$ cat src/rtl/spikeout_arbiter.sv
// Winner-take-all arbiter for output neuron spikes: a trigger opens a decision window
// and the lowest-numbered firing channel inside it is forwarded. Optional refractory: SPIKEOUT_REFRACT_EN.
module spikeout_arbiter #(
    parameter int P_NUM     = 10,
    parameter int P_WIN     = 8,
    parameter int P_REFRACT = 4,
    parameter int P_IDX_W   = $clog2(P_NUM + 1)
) (
    input  logic               i_clk,
    input  logic               i_rst_n,
    input  logic               i_spike_in,
    input  logic [P_NUM:1]     i_spike,
    output logic [P_NUM:1]     o_spike,
    output logic [P_IDX_W-1:0] o_winner_idx,
    output logic               o_valid,
    output logic               o_timeout,
    output logic               o_busy
);

    localparam int CNT_W = $clog2(P_WIN + 1);
    localparam logic [CNT_W-1:0] WIN_LOAD = CNT_W'(P_WIN - 1);

    localparam bit CFG_OK = (P_NUM >= 2) && (P_NUM <= 64) &&
                            (P_WIN >= 1) && (P_WIN <= 255) &&
                            (P_REFRACT >= 1) && (P_REFRACT <= 255) &&
                            (P_IDX_W >= $clog2(P_NUM + 1));

    if (!CFG_OK) begin : g_bad_cfg
        $error("spikeout_arbiter: parameter out of range");
    end

    typedef enum logic [1:0] {
        IDLE    = 2'd0,
        ARMED   = 2'd1
`ifdef SPIKEOUT_REFRACT_EN
        ,
        REFRACT = 2'd2
`endif
    } state_t;

    state_t           state;
    logic [CNT_W-1:0] win_cnt;

`ifdef SPIKEOUT_REFRACT_EN
    localparam int RCNT_W = $clog2(P_REFRACT + 1);
    localparam logic [RCNT_W-1:0] REF_LOAD = RCNT_W'(P_REFRACT - 1);
    logic [RCNT_W-1:0] ref_cnt;
`endif

    logic               any_spike;
    logic [P_IDX_W-1:0] win_idx;
    logic [P_NUM:1]     win_onehot;

    // Priority encoder: scanning downward lets the lowest set channel overwrite the rest.
    always_comb begin
        win_idx    = '0;
        win_onehot = '0;
        for (int k = P_NUM; k >= 1; k--) begin
            if (i_spike[k]) begin
                win_idx        = P_IDX_W'(k);
                win_onehot     = '0;
                win_onehot[k]  = 1'b1;
            end
        end
    end

    assign any_spike = |i_spike;
    assign o_busy    = (state != IDLE);

    // NOTE: all state and outputs are updated with non-blocking assignments so every
    // branch sees the pre-edge values; o_spike/o_valid/o_timeout default low each cycle
    // so they can only ever be single-cycle pulses.
    always_ff @(posedge i_clk) begin
        if (!i_rst_n) begin
            state        <= IDLE;
            win_cnt      <= '0;
            o_spike      <= '0;
            o_winner_idx <= '0;
            o_valid      <= 1'b0;
            o_timeout    <= 1'b0;
`ifdef SPIKEOUT_REFRACT_EN
            ref_cnt      <= '0;
`endif
        end else begin
            o_spike   <= '0;
            o_valid   <= 1'b0;
            o_timeout <= 1'b0;

            case (state)
                IDLE: begin
                    if (i_spike_in) begin
                        state   <= ARMED;
                        win_cnt <= WIN_LOAD;
                    end
                end

                ARMED: begin
                    if (any_spike) begin
                        o_spike      <= win_onehot;
                        o_winner_idx <= win_idx;
                        o_valid      <= 1'b1;
`ifdef SPIKEOUT_REFRACT_EN
                        state        <= REFRACT;
                        ref_cnt      <= REF_LOAD;
                        win_cnt      <= '0;
`else
                        // A coincident trigger is treated as arriving in IDLE: re-arm.
                        if (i_spike_in) begin
                            state   <= ARMED;
                            win_cnt <= WIN_LOAD;
                        end else begin
                            state   <= IDLE;
                            win_cnt <= '0;
                        end
`endif
                    end else if (i_spike_in) begin
                        win_cnt <= WIN_LOAD;
                    end else if (win_cnt == '0) begin
                        o_timeout    <= 1'b1;
                        o_winner_idx <= '0;
                        state        <= IDLE;
                    end else begin
                        win_cnt <= win_cnt - CNT_W'(1);
                    end
                end

`ifdef SPIKEOUT_REFRACT_EN
                REFRACT: begin
                    if (ref_cnt == '0) begin
                        state <= IDLE;
                    end else begin
                        ref_cnt <= ref_cnt - RCNT_W'(1);
                    end
                end
`endif

                default: state <= IDLE;
            endcase
        end
    end

endmodule

$ cat config.mk
export PLATFORM = sky130hd
export DESIGN_NAME = spikeout_arbiter
export DESIGN_NICKNAME = d
export VERILOG_FILES = /design/src/rtl/spikeout_arbiter.sv
export SDC_FILE = /design/constraint.sdc
export NUM_CORES = 1
export LEC_CHECK = 0
export ABC_AREA = 1
export BUFFER_PORTS_ARGS = -buffer_cell sky130_fd_sc_hd__buf_2
export CORE_AREA = 2 2 51 53
export CTS_CLUSTER_SIZE = 14
export DETAILED_ROUTE_END_ITERATION = 8
export DIE_AREA = 0 0 53 55
export PLACE_DENSITY = 0.7
export SLEW_MARGIN = 40
export SYNTH_ARGS = -nofsm -noshare
export SYNTH_HDL_FRONTEND = slang
export SYNTH_SLANG_ARGS = --single-unit
$ cat constraint.sdc
create_clock -name i_clk -period 1.4 [get_ports i_clk]
set_clock_uncertainty 0.15 [all_clocks]
set_input_delay 0.28 -clock i_clk [delete_from_list [all_inputs] [get_ports i_clk]]
set_output_delay 0.28 -clock i_clk [all_outputs]
set_load 0.005 [all_outputs]
After elaboration in Yosys (flattened, before gate mapping)
Cells that the tools add are included.
Cells by class
  add/subtract/negate cells: 1
  multiply operators: 0
  divide/modulo/power cells: 0
  order comparisons: 0
  equal/unequal tests: 6
  shift-type cells: 0
  multiplexer cells: 37
  bitwise logic cells: 3
  reductions and logical operators: 21
Operator list (count)
  $mux W4: 18
  $reduce_or A10 Y1: 2
  $reduce_or A13 Y1: 1
  $reduce_and A3 Y1: 4
  $reduce_or A12 Y1: 1
  $reduce_or A11 Y1: 1
  $mux W10: 1
  $mux W2: 5
  $mux W9: 1
  $reduce_or A9 Y1: 1
  $mux W8: 1
  $pmux W4 S2: 1
  $reduce_or A8 Y1: 1
  $mux W7: 1
  $reduce_or A7 Y1: 1
  $mux W3: 2
  $mux W6: 1
  $ne A3 B3 Y1 const B: 2
  $reduce_bool A2 Y1: 3
  $reduce_or A6 Y1: 1
  $mux W5: 1
  $reduce_or A5 Y1: 1
  $logic_not A4 Y1: 1
  $mux W1: 4
  other kinds (10): 12
Word-level totals
  flip-flop bits (word level): 22
  bits in latches: 0
  memory bits (writable): 0
  ROM bits: 0
  bits of input ports: 13
  output and inout bits: 17
  word-level logic and storage cells: 83
  memories: 0

Logic depth before layout (Yosys ltp)
  depth after elaboration: 11
  mapped depth: 10
  depth with buffers taken out: 10

Worst setup path before layout
No wires, ideal clock.
  kind: register -> register
  start point: register win_cnt[0]
  end point: register o_winner_idx[1]
  library setup time: 113 ps
  arrival time: 1107 ps
  required time: 1137 ps
  path slack: 30 ps
  stages on the path, launching flop included: 10
  buffers on the path: 0
  cell sequence: dfxtp_1 inv_1 ha_1 nand2_1 nor2_1 nand2_1 nand3_2 nand2_2 nor2_1 nor2_1
On the way
  longest elaborated chain between the ends: 3
Ends and longest elaborated chain
  start, declared: line 42  | logic [CNT_W-1:0] win_cnt;
  start signal, assigned: line 123  | win_cnt <= win_cnt - CNT_W'(1);
  $logic_not A4 Y1: line 118  | end else if (win_cnt == '0) begin
  $reduce_bool A2 Y1 (no line)
  $reduce_and A3 Y1 (no line)
  end signal, assigned: line 100  | o_winner_idx <= win_idx;
  end, declared: line 14  | output logic [P_IDX_W-1:0] o_winner_idx,
Every way passes these cells.
A chain may end at the register's enable or synchronous reset.

Worst setup path after layout
  start point: register state[0]
  end point: output o_busy
On the way
  longest elaborated chain between the ends: 1
Ends and longest elaborated chain
  start, declared: line 41  | state_t state;
  start signal, assigned: line 75  | state <= IDLE;
  start signal, assigned: line 92  | state <= ARMED;
  start signal, assigned: line 109  | state <= ARMED;
  $reduce_bool A2 Y1: line 68  | assign o_busy = (state != IDLE);
  end, declared: line 17  | output logic o_busy
Every way passes these cells.

==> flow_summary.ini <==
[die]
die_h_um = 55
die_area_um2 = 2920
core_um2 = 2360
rows = 18
pin_count = 30
die_w_um = 53
start_util = 0.421

[grt]
grt_pass1_vias = 948
grt_pass1_wl_um = 3770
grt_max_degree = 12
grt_usage = 0.177
gr-total-overflow = 0
antenna_found_initial = 0

[clocking]
hold_buffers = 0
cts_tree = yes
h-tree-depth = 1
insertion_delay_ns = 0.30
clock-sinks = 21
cts_inserted_buffers = 3
path_clk_slew_ns = 0.11
root_buffer = clkbuf_4
clk_path_buf_depth = 2

[layout]
antenna_cells = 0
drive_above_1_share = 0.405
area_delta_synth_final_pct = 39.1
mostFrequentLayoutCells = buf_2, nand2_1, inv_1
layout_commonest_cell = buf_2
fin_nets = 200
stdcell_count = 215

[routing]
route.detailed.drc = 0
firstDrtPassIters = 4
wl_um = 2400
wl_met1_um = 968
vias = 1011
top_layer = met4
drtIter0Drc = 11
ant_nets = 0
route.met3.wl_um = 111
wl_met2_um = 1280
viasPerCell = 4.70
wl_per_cell_um = 11.2

[sta]
worst_hold_slack_ns = 0.0383
hold_violations = 0
finalMaxSlewViolations = 0
fmax_mhz = 730
min_period_ns = 1.37
relSlewSlack = 0.831
setup_viol = 0
rsz0062_at_grt = yes
worstMarginPinSlew_ns = 0.252
finalCritPeriodShare = 0.978

[hold_path]
min_path_type = primary input to register

[worst_setup_path]
critPathTopFamily = flip-flops
arrival_ns = 0.94
required_ns = 0.97
slowest_stage = dfxtp_4
endpoint_kind = primary output
crit_path_start_kind = register
crit_buf_inv = 2
worst-setup-path-type = register to primary output
rrSetupSlack_ns = 0.05
cpPeakStageDelay_ns = 0.36
worst-path-max-fanout = 6
path_cells = buf_4, buf_2

[synthesis]
syn-instance-count = 135
synth.avg_cell_area_um2 = 7.38
ys_seq_area_frac = 0.422
yosys_warnings = 0
synth.distinct_cells = 20
netlist_area_um2 = 996
syn_nets = 149
postSynthRegisterBits = 21

[place]
dp_cells = 209
gp_congestion = 0.864
port_buffers = 29
post-dp-hpwl_um = 1890

[outcome]
status = complete, no violations

[job]
cap_violations = 0

[power]
peakVddDrop_mv = 0.541
design_power_total_mw = 1.13
leakagePower_nw = 0.751
power.density_nw_per_um2 = 814
==> flip-flops by register name, indices dropped and copies added, names as in the netlist <==
signal	count
o_timeout	1
win_cnt	4
o_valid	1
o_spike	10
state	1
o_winner_idx	4
==> final timing paths <==
path / startpoint / end / depth (start not counted)
hold / removal: i_spike_in / win_cnt[0]$_SDFFE_PN0P_ / 3
setup / recovery: state[0]$_SDFFE_PN0P_ / o_busy / 2
setup reg to reg: win_cnt[1]$_SDFFE_PN0P_ / win_cnt[0]$_SDFFE_PN0P_ / 8
hold reg to reg: o_winner_idx[0]$_SDFFE_PN0P_ / o_winner_idx[0]$_SDFFE_PN0P_ / 2
==> cells in the mapped netlist <==
master / n / share of area
nand2_2: 3 / 0.019
dfxtp_1: 21 / 0.42
nand4_1: 5 / 0.031
a21oi_1: 9 / 0.045
a21oi_2: 1 / 0.0088
nor4_1: 1 / 0.0063
buf_6: 1 / 0.011
nor2_8: 1 / 0.020
nor2_2: 1 / 0.0063
nand3b_1: 2 / 0.015
inv_1: 25 / 0.094
inv_2: 1 / 0.0038
ha_1: 1 / 0.013
nand3_2: 2 / 0.020
nand3_1: 10 / 0.050
nor2_4: 2 / 0.023
nand2_4: 3 / 0.034
nor2_1: 16 / 0.060
nor3_1: 3 / 0.015
nand2_1: 27 / 0.10
==> timing repair <==
action                     CTS  global route
buffers inserted             1             1
gates resized for setup     10             7
setup endpoints to repair    7             9
pin swaps                    7             7
==> metal layers <==
layer | vias to the layer above | track usage
li1 | 524 | -
met5 | - | 0
met3 | 6 | 0.0269
met2 | 25 | 0.340
met1 | 456 | 0.194
met4 | 0 | 0.0769
==> per-stage QoR <==
| step | setup WS (ns) | util | TNS [ns] | cell area [µm²] |
|---|---|---|---|---|
| 6_report | 0.0304 | 0.586 | 0 | 1390 |
| 5_1_grt | -0.0449 | 0.586 | -0.0926 | 1390 |
| 4_1_cts | 0.00733 | 0.569 | 0 | 1350 |
| 3_5_place_dp | -0.109 | 0.544 | -0.528 | 1290 |
| 3_3_place_gp | -0.0781 | 0.544 | -0.223 | 1290 |
| 2_1_floorplan | 0.0304 | - | 0 | 996 |
==> report_power, final <==
group          switching, mW  leakage [nW]  internal, mW  total (mW)
clock network          0.170        0.0150         0.111       0.281
logic                  0.124         0.564        0.0996       0.223
registers            0.00917         0.172         0.614       0.623
==> cells by family (layout without fill, tap and decap cells) <==
kind of cell | count (synthesis) | count (layout) | synth area share
flip-flops | 21 | 21 | 0.422
buffers and inverters | 27 | 77 | 0.109
adder cells (fa/ha/maj) | 1 | 1 | 0.0126
AO/OA/AOI/OAI | 10 | 10 | 0.0540
AND/OR/NAND/NOR | 76 | 76 | 0.402
==> worst reg2reg max path: stages (launching register included) <==
cell,delay [ns]
dfxtp_2,0.35
inv_2,0.05
ha_4,0.17
a21oi_2,0.23
inv_1,0.08
nand2_2,0.08
nand2_1,0.05
nand3_1,0.06
nand2_1,0.05
==> cell type report <==
class,count,area (µm²)
Clock buffer,4,26.3
Fill cell,233,980
Inverter,26,97.6
Multi-Input combinational cell,87,517
Sequential cell,21,427
Tap cell,30,37.5
Timing Repair Buffer,47,280
Note: power is estimated with default switching activity, not from simulation.
